File: src/rtl/inst_fetch_axi.sv
// inst_fetch_axi: instruction-fetch read engine. It takes one fetch address
// at a time from the next-PC generator and issues it as a single-beat AXI
// read. Returned words are buffered with their PC in a DEPTH-entry FIFO and
// handed to decode through a valid/accept handshake. A flush drops all
// buffered entries and any read that is already in flight.
// Optional build macro: IFETCH_BUSERR_EN adds inst_buserr, which stores
// rresp[1] with each FIFO entry.
module inst_fetch_axi #(
  parameter int unsigned DEPTH    = 2,
  parameter logic [3:0]  ARID_VAL = 4'd0
) (
  input  logic        clk,
  input  logic        resetn,
  input  logic        fetch_req,
  input  logic [31:0] fetch_addr,
  output logic        addr_ok,
  input  logic        flush,
  output logic [3:0]  arid,
  output logic [31:0] araddr,
  output logic [7:0]  arlen,
  output logic [2:0]  arsize,
  output logic [1:0]  arburst,
  output logic [1:0]  arlock,
  output logic [3:0]  arcache,
  output logic [2:0]  arprot,
  output logic        arvalid,
  input  logic        arready,
  input  logic [3:0]  rid,
  input  logic [31:0] rdata,
  input  logic [1:0]  rresp,
  input  logic        rlast,
  input  logic        rvalid,
  output logic        rready,
  output logic        inst_valid,
  output logic [31:0] inst_pc,
  output logic [31:0] inst_data,
  input  logic        inst_accept
`ifdef IFETCH_BUSERR_EN
  ,
  output logic        inst_buserr
`endif
);

  localparam int unsigned PTR_W = $clog2(DEPTH);
  localparam int unsigned CNT_W = PTR_W + 1;

  typedef enum logic [1:0] {
    S_IDLE,
    S_AR,
    S_R,
    S_DROP
  } state_e;

  state_e             state_q, state_d;
  logic               drop_pending_q, drop_pending_d;
  logic [31:0]        araddr_q;
  logic [PTR_W-1:0]   wr_ptr_q, rd_ptr_q;
  logic [CNT_W-1:0]   count_q;
  logic [31:0]        pc_mem_q   [DEPTH];
  logic [31:0]        data_mem_q [DEPTH];
  logic               accept;
  logic               push;
  logic               pop;

`ifdef IFETCH_BUSERR_EN
  logic               err_mem_q  [DEPTH];
  logic               unused_inputs;
  assign unused_inputs = ^{rid, rlast, rresp[0]};
`else
  logic               unused_inputs;
  assign unused_inputs = ^{rid, rlast, rresp};
`endif

  // Fixed single-beat, 4-byte, INCR read attributes
  assign arid    = ARID_VAL;
  assign arlen   = '0;
  assign arsize  = 3'd2;
  assign arburst = 2'b01;
  assign arlock  = '0;
  assign arcache = '0;
  assign arprot  = '0;
  assign araddr  = araddr_q;

  assign accept = fetch_req && addr_ok;
  // Flush has priority over a push in the same cycle
  assign push   = (state_q == S_R) && rvalid && !flush;
  assign pop    = inst_valid && inst_accept;

  // State register
  always_ff @(posedge clk or negedge resetn) begin
    if (!resetn) begin
      state_q        <= S_IDLE;
      drop_pending_q <= 1'b0;
    end else begin
      state_q        <= state_d;
      drop_pending_q <= drop_pending_d;
    end
  end

  // Next-state logic; ARVALID, once raised, stays up until arready even across a flush
  always_comb begin
    state_d        = state_q;
    drop_pending_d = drop_pending_q;
    case (state_q)
      S_IDLE: begin
        if (accept) state_d = S_AR;
      end
      S_AR: begin
        if (flush) drop_pending_d = 1'b1;
        if (arready) state_d = (drop_pending_q || flush) ? S_DROP : S_R;
      end
      S_R: begin
        if (rvalid)     state_d = S_IDLE;
        else if (flush) state_d = S_DROP;
      end
      S_DROP: begin
        if (rvalid) begin
          state_d        = S_IDLE;
          drop_pending_d = 1'b0;
        end
      end
      default: state_d = S_IDLE;
    endcase
  end

  // Outputs decoded from state; a flush frees all buffered slots for the redirect target
  always_comb begin
    arvalid = (state_q == S_AR);
    rready  = (state_q == S_R) || (state_q == S_DROP);
    addr_ok = (state_q == S_IDLE) && (flush || (count_q < CNT_W'(DEPTH)));
  end

  // Latch the accepted fetch address; held stable through the read
  always_ff @(posedge clk or negedge resetn) begin
    if (!resetn)     araddr_q <= '0;
    else if (accept) araddr_q <= fetch_addr;
  end

  // FIFO pointers and occupancy; flush beats both push and pop
  always_ff @(posedge clk or negedge resetn) begin
    if (!resetn) begin
      wr_ptr_q <= '0;
      rd_ptr_q <= '0;
      count_q  <= '0;
    end else if (flush) begin
      wr_ptr_q <= '0;
      rd_ptr_q <= '0;
      count_q  <= '0;
    end else begin
      if (push) wr_ptr_q <= wr_ptr_q + PTR_W'(1);
      if (pop)  rd_ptr_q <= rd_ptr_q + PTR_W'(1);
      if (push && !pop)      count_q <= count_q + CNT_W'(1);
      else if (!push && pop) count_q <= count_q - CNT_W'(1);
    end
  end

  // FIFO storage: {pc, instruction} written at the tail
  always_ff @(posedge clk or negedge resetn) begin
    if (!resetn) begin
      pc_mem_q   <= '{default: '0};
      data_mem_q <= '{default: '0};
`ifdef IFETCH_BUSERR_EN
      err_mem_q  <= '{default: 1'b0};
`endif
    end else if (push) begin
      pc_mem_q[wr_ptr_q]   <= araddr_q;
      data_mem_q[wr_ptr_q] <= rdata;
`ifdef IFETCH_BUSERR_EN
      err_mem_q[wr_ptr_q]  <= rresp[1];
`endif
    end
  end

  assign inst_valid = (count_q != '0);
  assign inst_pc    = pc_mem_q[rd_ptr_q];
  assign inst_data  = data_mem_q[rd_ptr_q];
`ifdef IFETCH_BUSERR_EN
  assign inst_buserr = err_mem_q[rd_ptr_q];
`endif

  // A slot is reserved at address acceptance, so a push never finds the FIFO full
  a_no_overflow: assert property (@(posedge clk) disable iff (!resetn)
    !(push && (count_q == CNT_W'(DEPTH))));

endmodule

File: config.mk
export PLATFORM = sky130hd
export DESIGN_NAME = inst_fetch_axi
export DESIGN_NICKNAME = d
export VERILOG_FILES = /design/src/rtl/inst_fetch_axi.sv
export SDC_FILE = /design/constraint.sdc
export NUM_CORES = 1
export LEC_CHECK = 0
export BUFFER_PORTS_ARGS = -buffer_cell sky130_fd_sc_hd__buf_2
export CAP_MARGIN = 30
export CORE_AREA = 2 2 129 131
export CTS_CLUSTER_DIAMETER = 60
export DETAILED_ROUTE_END_ITERATION = 12
export DIE_AREA = 0 0 131 133
export PLACE_DENSITY = 0.85
export SLEW_MARGIN = 20
export SYNTH_ARGS = -nofsm -noshare
export SYNTH_HDL_FRONTEND = slang
export SYNTH_SLANG_ARGS = --single-unit
File: constraint.sdc
create_clock -name clk -period 1.64 [get_ports clk]
set_input_delay 0.328 -clock clk [delete_from_list [all_inputs] [get_ports clk]]
set_output_delay 0.328 -clock clk [all_outputs]
set_load 0.01 [all_outputs]
* Word-level counts from Yosys, hierarchy flattened *
Index checks and enable logic that the tools add are counted.

word-level totals
  output and inout bits = 126
  word-level logic and storage cells = 77
  register bits after elaboration = 167
  RAM bits = 0
  ROM bits = 0
  memories = 0
  latch bits = 0

cells by class
  order comparisons = 4
  eq/ne operators = 8
  reductions and logical operators = 22
  muxes and demuxes = 27
  bitwise logic cells = 2
  shift-type cells = 0
  $add $sub $neg = 4
  divide/modulo/power cells = 0
  multipliers = 0

operators with widths
  cell                   number
  $mux W32               7
  $bwmux W64             2
  $demux W32 S1          1
  $mux W2                8
  $logic_and A1 B1 Y1    8
  $pmux W2 S4            1
  $reduce_bool A2 Y1     4
  $mux W1                7
  $ne A2 B2 Y1 const B   3
  $eq A2 B2 Y1 const B   2
  $ge A2 B2 Y1 const B   2
  $not A1 Y2             2
  $reduce_and A4 Y1      1
  $logic_not A1 Y1       3
  $logic_or A1 B1 Y1     3
  $ne A3 B3 Y1 const B   1
  $reduce_and A3 Y1      1
  $reduce_bool A3 Y1     1
  $add A1 B1 Y1 const B  2
  $add A2 B1 Y2 const B  1
  $eq A2 B1 Y1 const B   1
  $logic_not A2 Y1       1
  $lt A2 B1 Y1 const B   1
  $lt A2 B2 Y1 const B   1
  other kinds (3)        3

* Logic depth before layout (Yosys ltp) *
Gate-level depths: netlist (run 1).

  depth in word-level cells = 8
  gate-level depth with buffers = 6
  depth with buffers taken out = 3

* Least setup slack after synthesis (run 1) *
OpenSTA, ideal clock, no wires.

  kind = register to register
  from = register state_q[0]
  to = register data_mem_q[0] (netlist bit)
  path buffers = 2
  slack = -0.094 ns
  cell stages (with the launch flop) = 6
  arrival = 1.609 ns
  cell sequence = dfrtp_1 nand3b_4 or3b_1 buf_6 buf_12 mux2_4

between the ends
  longest elaborated chain between the ends = 3

ends and longest elaborated chain
  item                              line  source
  from (decl)                       54    state_e state_q, state_d;
  from (signal assigned)            95    state_q <= state_d;
  $eq A2 B2 Y1                      86    assign push = (state_q == S_R) && rvalid && !flush;
  $logic_and A1 B1 Y1 (2 in a row)  86
  to (signal, indexed assignment)   167   data_mem_q[wr_ptr_q] <= rdata;
  to (decl)                         60    logic [31:0] data_mem_q [DEPTH];

No other way between the ends.
A chain may end at the register's enable or synchronous reset.

* Final worst setup path (run 1) *
  from = register rd_ptr_q
  to = output port inst_pc[0]

between the ends
  longest elaborated chain between the ends = 4

ends and longest elaborated chain
  item                                         line  source
  from (decl)                                  57    logic [PTR_W-1:0] wr_ptr_q, rd_ptr_q;
  from (signal assigned)                       151   if (pop) rd_ptr_q <= rd_ptr_q + PTR_W'(1);
  $not A1 Y2 (not written as such)             175   assign inst_pc = pc_mem_q[rd_ptr_q];
  $mux W32 (not written as such) (3 in a row)  175
  to (decl)                                    35    output logic [31:0] inst_pc,

No other way between the ends. The select of a mux whose other input is x is not followed.

==> run metrics, run 1 <==
synth unique cells=31; Num CTS Buffers=17; final instance area=9990 um^2; wire per inst=between 15 and 20 um; Synth area leaders=dfrtp_1, mux2_2, mux2_4; CTS tree=yes; synthesized area=around 7600 um^2; drt total wl=18.1 mm; PwrDens=1730 nW/um^2; Synth top area share=between 50% and 60%; Pwr Total=between 15 and 20 mW; sequential fraction of the synthesis area=a little under three fifths; Core Area=roughly 16000 um^2; Tot GR Track Use=about a fifth; GR peak layer=met2; post-layout net count=764; Critical Path RT=~1300 ps; grt met1 use=between 20% and 30%; crit path capture type=primary output; Area growth, synth to finish=31.6%; DRC=0; vias in the first global route=5028; Worst-Skew Late Latency=just over 400 ps; Crit Path Max Fanout=34; CTS max path bufs=2; DP HPWL=10.7 mm; final cell count without fillers=918; Pre-antenna DRT Iters=4; GRT overflow=0; initial core utilization=46.9%; Die Width=~130 um; CP arrival=between 1500 and 2000 ps; DRT iter0 DRCs=about 130; Die Span Y=approximately 130 um; Final WS setup=-290 ps; Yosys reg bits=167; failing checks=negative setup slack; initial antenna violation count=0; largest net degree at the start of global routing=57; highest-count cells in the layout ignoring fill and taps=dfrtp_1, buf_2, mux2_4; unrepaired setup endpoints after global routing=true; DR vias/cell=5.02; Leak=a little over 5 nW; Hold Vio Cnt, Final=0; min cycle time layout=about 1900 ps; Hold Crit Class=in -> reg; Final Skew=approximately 9.4 ps; Ports=around 200; Syn. warnings=0; met2 Use GR=a little over a third; Max Fclk=518 MHz; H-Tree Depth=4; Final setup viols=roughly 190; post-route ant nets=0; Die Area=between 15000 and 20000 um^2; Synth Instances=between 400 and 500; met3 Track Usage GR=roughly 5.3%; cell taking the most area after synthesis=dfrtp_1; first-pass GRT wire length=~26 mm; Final Max Slew Viols=0; placed standard-cell area=~8700 um^2; final period utilization=118%; Vias=between 4000 and 5000; Max VDD drop=1.22 mV; clock transition at the registers of the reported paths=roughly 60 ps; port buffer count=170; routability cong.=slightly above 0.7; max cap viols=0; share of layout cells above drive strength 1=68.1%; CP startpoint kind=register; Mean Syn Cell Area=approximately 16 um^2; root buf cell=clkbuf_16; Crit Path Category=reg -> out; antenna fix cells=0; status=complete, but fails checks; CTS sink count=about 170; Site Rows=47; post-placement cell count=860
==> synth_stat cells (all sizes together) <==
library cell and instances:
mux2 225, dfrtp 167, buf 44, clkbuf 8
nor2 4, nand2 3, nor2b 3, o21ai 3
a21oi 2, conb 2, inv 2, nand2b 2
nand3b 2, xor2 2, a21bo 1, a221oi 1
a31oi 1, and2 1, mux2i 1, nand3 1
nor3 1, nor4 1, o311a 1, or2 1
or3b 1
==> registers in the layout, summed over array words and instances, names as in the netlist <==
| name | cells |
|---|---|
| araddr | 32 |
| count_q | 2 |
| data_mem_q | 64 |
| drop_pending_q | 1 |
| pc_mem_q | 64 |
| rd_ptr_q | 1 |
| state_q | 2 |
| wr_ptr_q | 1 |
==> critical path, stage by stage, from the launching register on <==
cell and delay, ps:
dfrtp_2 410, buf_12 220, mux2_2 380, buf_2 150
==> final timing paths <==
path                            depth (start not counted)                         end  slack, ps                startpoint
min in group asynchronous                               2  data_mem_q[33]$_DFFE_PN0P_        370                    resetn
worst min register to register                          1    pc_mem_q[24]$_DFFE_PN0P_        510  pc_mem_q[24]$_DFFE_PN0P_
worst min-delay path                                    2      araddr[19]$_DFFE_PN0P_        140            fetch_addr[19]
max in group asynchronous                               3  data_mem_q[49]$_DFFE_PN0P_        640                    resetn
worst max register to register                          5     pc_mem_q[8]$_DFFE_PN0P_       -150    state_q[0]$_DFFE_PN0P_
worst max-delay path                                    3                  inst_pc[0]       -290      rd_ptr_q$_DFFE_PN0P_
==> timing repair <==
item	in CTS	in global routing
hold buffers	1	0
setup endpoints to repair	125	195
gates resized for setup	14	87
setup buffers	6	12
endpoints found under the hold margin	29	0
pin swaps	0	4
cloned	5	9
==> where the power goes <==
part / switching [mW] / total (mW) / internal [mW] / leakage (nW)
Sequential: 1.19 / 6.95 / 5.77 / 2.13
Clock: 1.60 / 3.91 / 2.31 / 0.273
Combinational: 2.49 / 6.41 / 3.92 / 2.71
==> cells by family after synthesis <==
logic type / Yosys count / share of synthesized area, %
flops: 167 / 55.1
mux: 226 / 36.5
xor+xnor: 2 / 0.231
buf+inv: 54 / 5.56
compound gates: 9 / 0.791
other cells: 2 / 0.0990
simple gates: 20 / 1.76
==> metal layers <==
metal | routed length [um] | part of all wire (%)
met2 | 9810 | 54
met5 | 0 | 0
met3 | 935 | 5.2
met4 | 214 | 1.2
met1 | 7180 | 40
==> cell type report <==
| class | count | area (um^2) |
|---|---|---|
| fillers | 1193 | 6180 |
| flip-flops and latches | 167 | 4180 |
| multi-input cells | 283 | 3350 |
| well taps | 220 | 275 |
| clock buffers | 23 | 468 |
| inverters | 2 | 7.51 |
| clock inverters | 8 | 98.8 |
| repair buffers | 215 | 1610 |
==> metrics by stage <==
step	worst slack (ps)	TNS (ps)	utilization, %	hold WS, ps
final	-290	-25920	61.8	141
after global routing	-342	-34040	61.8	126
after CTS	-305	-25100	58.6	122
after detailed placement	-30.0	-672	53.5	237
after global placement	-4.04	-45.2	53.5	232
after floorplan	-71.4	-4280	-	32.4
(Power assumes the default switching activity.)
==> inputs of run 2 (changes only) <==
--- a/config.mk
+++ b/config.mk
@@ -12,6 +12,8 @@
 export DETAILED_ROUTE_END_ITERATION = 12
 export DIE_AREA = 0 0 131 133
 export PLACE_DENSITY = 0.85
+export REMOVE_ABC_BUFFERS = 1
+export SETUP_SLACK_MARGIN = 0.4
 export SLEW_MARGIN = 20
 export SYNTH_ARGS = -nofsm -noshare
 export SYNTH_HDL_FRONTEND = slang
==> run 2 against run 1 <==
Compared with the run above: the flow still finishes with violations (negative setup slack); combinational power grew 29%; critical path depth stayed put; count of clock-buffer cells in the layout shrank 3; clock skew is 2.7 ps lower.
==> run metrics, run 2 (synthesized netlist as in run 1, its figures left out) <==
Ports=204 (unchanged); Hold Crit Class=in -> reg; initial core utilization=46.9% (unchanged); post-route ant nets=0 (unchanged); first-pass GRT wire length=29.8 mm (+16%); Worst-Skew Late Latency=420 ps (about the same); Final WS setup=-324 ps (-33.7 ps); critical-path cell list=buf_12, mux2_2, buf_2; CP max-delay cell=dfrtp_2; final cell count without fillers=987 (+7.5%); DRC=0 (unchanged); status=complete, but fails checks; Final Skew=6.71 ps (-2.74 ps); share of layout cells above drive strength 1=71.6% (+3.5 points); internal power=13.2 mW (+10%); Die Span Y=133 um (unchanged); max cap viols=0 (unchanged); CP arrival=1640 ps (+40 ps); final period utilization=120% (+2.1 points); CP top delay family=flip-flops; Hold Vio Cnt, Final=0 (unchanged); Area growth, synth to finish=44.6%; final instance area=11000 um^2 (+9.9%); CTS max path bufs=2 (unchanged); CTS sink count=167 (unchanged); port buffer count=170 (unchanged); Critical Path RT=1310 ps (about the same); Die Width=131 um (unchanged); CTS tree=yes; DP HPWL=10.3 mm (-3.4%); Site Rows=47 (unchanged); root buf cell=clkbuf_16; Leak=5.71 nW (+12%); DR vias/cell=5.08 (+1.2%); Net Sw Frac=30.5% (about the same); GRT overflow=0 (unchanged); Pre-antenna DRT Iters=4 (unchanged); Crit Path Max Fanout=34 (unchanged); clock transition at the registers of the reported paths=70 ps (about the same); Psw=5.81 mW (+9.9%); initial antenna violation count=0 (unchanged); Num CTS Buffers=17 (unchanged); Vias=5013 (+8.8%); post-placement cell count=860 (unchanged); vias in the first global route=5444 (+8.3%); CP startpoint kind=register; Max VDD drop=1.10 mV (-9.6%); commonest non-fill, non-tap cell in the layout=dfrtp_1; setup_tns=-35270 ps (-9350 ps); Die Area=17400 um^2 (unchanged); unrepaired setup endpoints after global routing=true; PwrDens=1730 nW/um^2 (about the same); Final setup viols=195 (+5.4%); Tot GR Track Use=22.7% (+3.6 points); highest-count cells in the layout ignoring fill and taps=dfrtp_1, buf_2, mux2_4; Core Area=16200 um^2 (unchanged); sequential power share=35.6% (-4.6 points); Max Fclk=509 MHz (-1.7%); min cycle time layout=1960 ps (+33.7 ps); drt total wl=20.2 mm (+12%); post-layout net count=833 (+9.0%); antenna fix cells=0 (unchanged); slowest cell delay on critical path=420 ps (about the same); Final Max Slew Viols=0 (unchanged); clock share of power=20.8% (-1.8 points); crit path capture type=primary output; failing checks=negative setup slack; wire per inst=20.5 um (+3.7%); Buf+Inv Stages, Crit Path=2 (unchanged); placed standard-cell area=8650 um^2 (unchanged); Logic pwr share=43.7% (+6.6 points); H-Tree Depth=4 (unchanged); DRT iter0 DRCs=208 (+65%); routability cong.=0.824 (+15%); Crit Path Category=reg -> out; largest net degree at the start of global routing=52 (-8.8%)
-- run 2: changes by cell type in the layout (fill, tap and decap cells not counted), sizes merged --
cell	before	now
clkbuf	30	20
clkinv	4	5
buf	207	283
inv	2	4
-- run 2: path summary, 6_finish.rpt --
kind | startpoint | end | slack, ps | depth (start not counted)
max | rd_ptr_q$_DFFE_PN0P_ | inst_pc[14] | -320 | 3
min | fetch_addr[28] | araddr[28]$_DFFE_PN0P_ | 130 | 2
max reg2reg | state_q[0]$_DFFE_PN0P_ | data_mem_q[25]$_DFFE_PN0P_ | -210 | 5
min reg2reg | data_mem_q[44]$_DFFE_PN0P_ | data_mem_q[44]$_DFFE_PN0P_ | 510 | 1
max in group asynchronous | resetn | data_mem_q[2]$_DFFE_PN0P_ | 630 | 3
min in group asynchronous | resetn | data_mem_q[12]$_DFFE_PN0P_ | 390 | 2
-- run 2: area by class of cell --
class | instances | area [um^2]
Fill cell | 1050 | 5200
Sequential cell | 167 | 4180
Multi-Input combinational cell | 283 | 3510
Timing Repair Buffer | 284 | 2430
Clock buffer | 20 | 447
Tap cell | 220 | 275
Clock inverter | 11 | 125
Inverter | 2 | 7.51
-- run 2: power by group through the flow --
| stage | Sequential, mW | Combinational (mW) | Clock (mW) |
|---|---|---|---|
| floorplan | 6.79 | 3.32 | 0 |
| CTS | 6.66 | 7.30 | 4.00 |
| finish | 6.76 | 8.30 | 3.95 |
| global placement | 6.67 | 5.30 | 0 |
| detailed placement | 6.88 | 5.49 | 0 |
| global route | 6.93 | 8.82 | 4.22 |
-- run 2: timing repair --
action / CTS / global route
cloned: 19 / 0
pin swaps: 5 / 7
hold buffers: 1 / 0
hold endpoints to repair: 35 / 0
buffers inserted: 55 / 21
endpoints found under the setup margin: 260 / 262
resized for setup: 92 / 64
-- run 2: routing by layer --
layer	vias to the layer above	GRT usage, %	wire, um
li1	2207	-	-
met1	2605	27.3	8180
met2	172	39.1	10500
met3	29	6.71	1130
met4	0	6.97	388
met5	-	0	0
-- run 2: per-stage QoR --
stage | worst slack (ps) | utilization (%) | total power [mW] | hold slack, ps
3_3_place_gp | -9.29 | 53.5 | 12.0 | 267
3_5_place_dp | -53.5 | 53.5 | 12.4 | 276
4_1_cts | -309 | 65.2 | 18.0 | 115
6_report | -324 | 67.9 | 19.0 | 133
5_1_grt | -370 | 67.9 | 20.0 | 115
2_1_floorplan | -1790 | - | 10.1 | 32.4
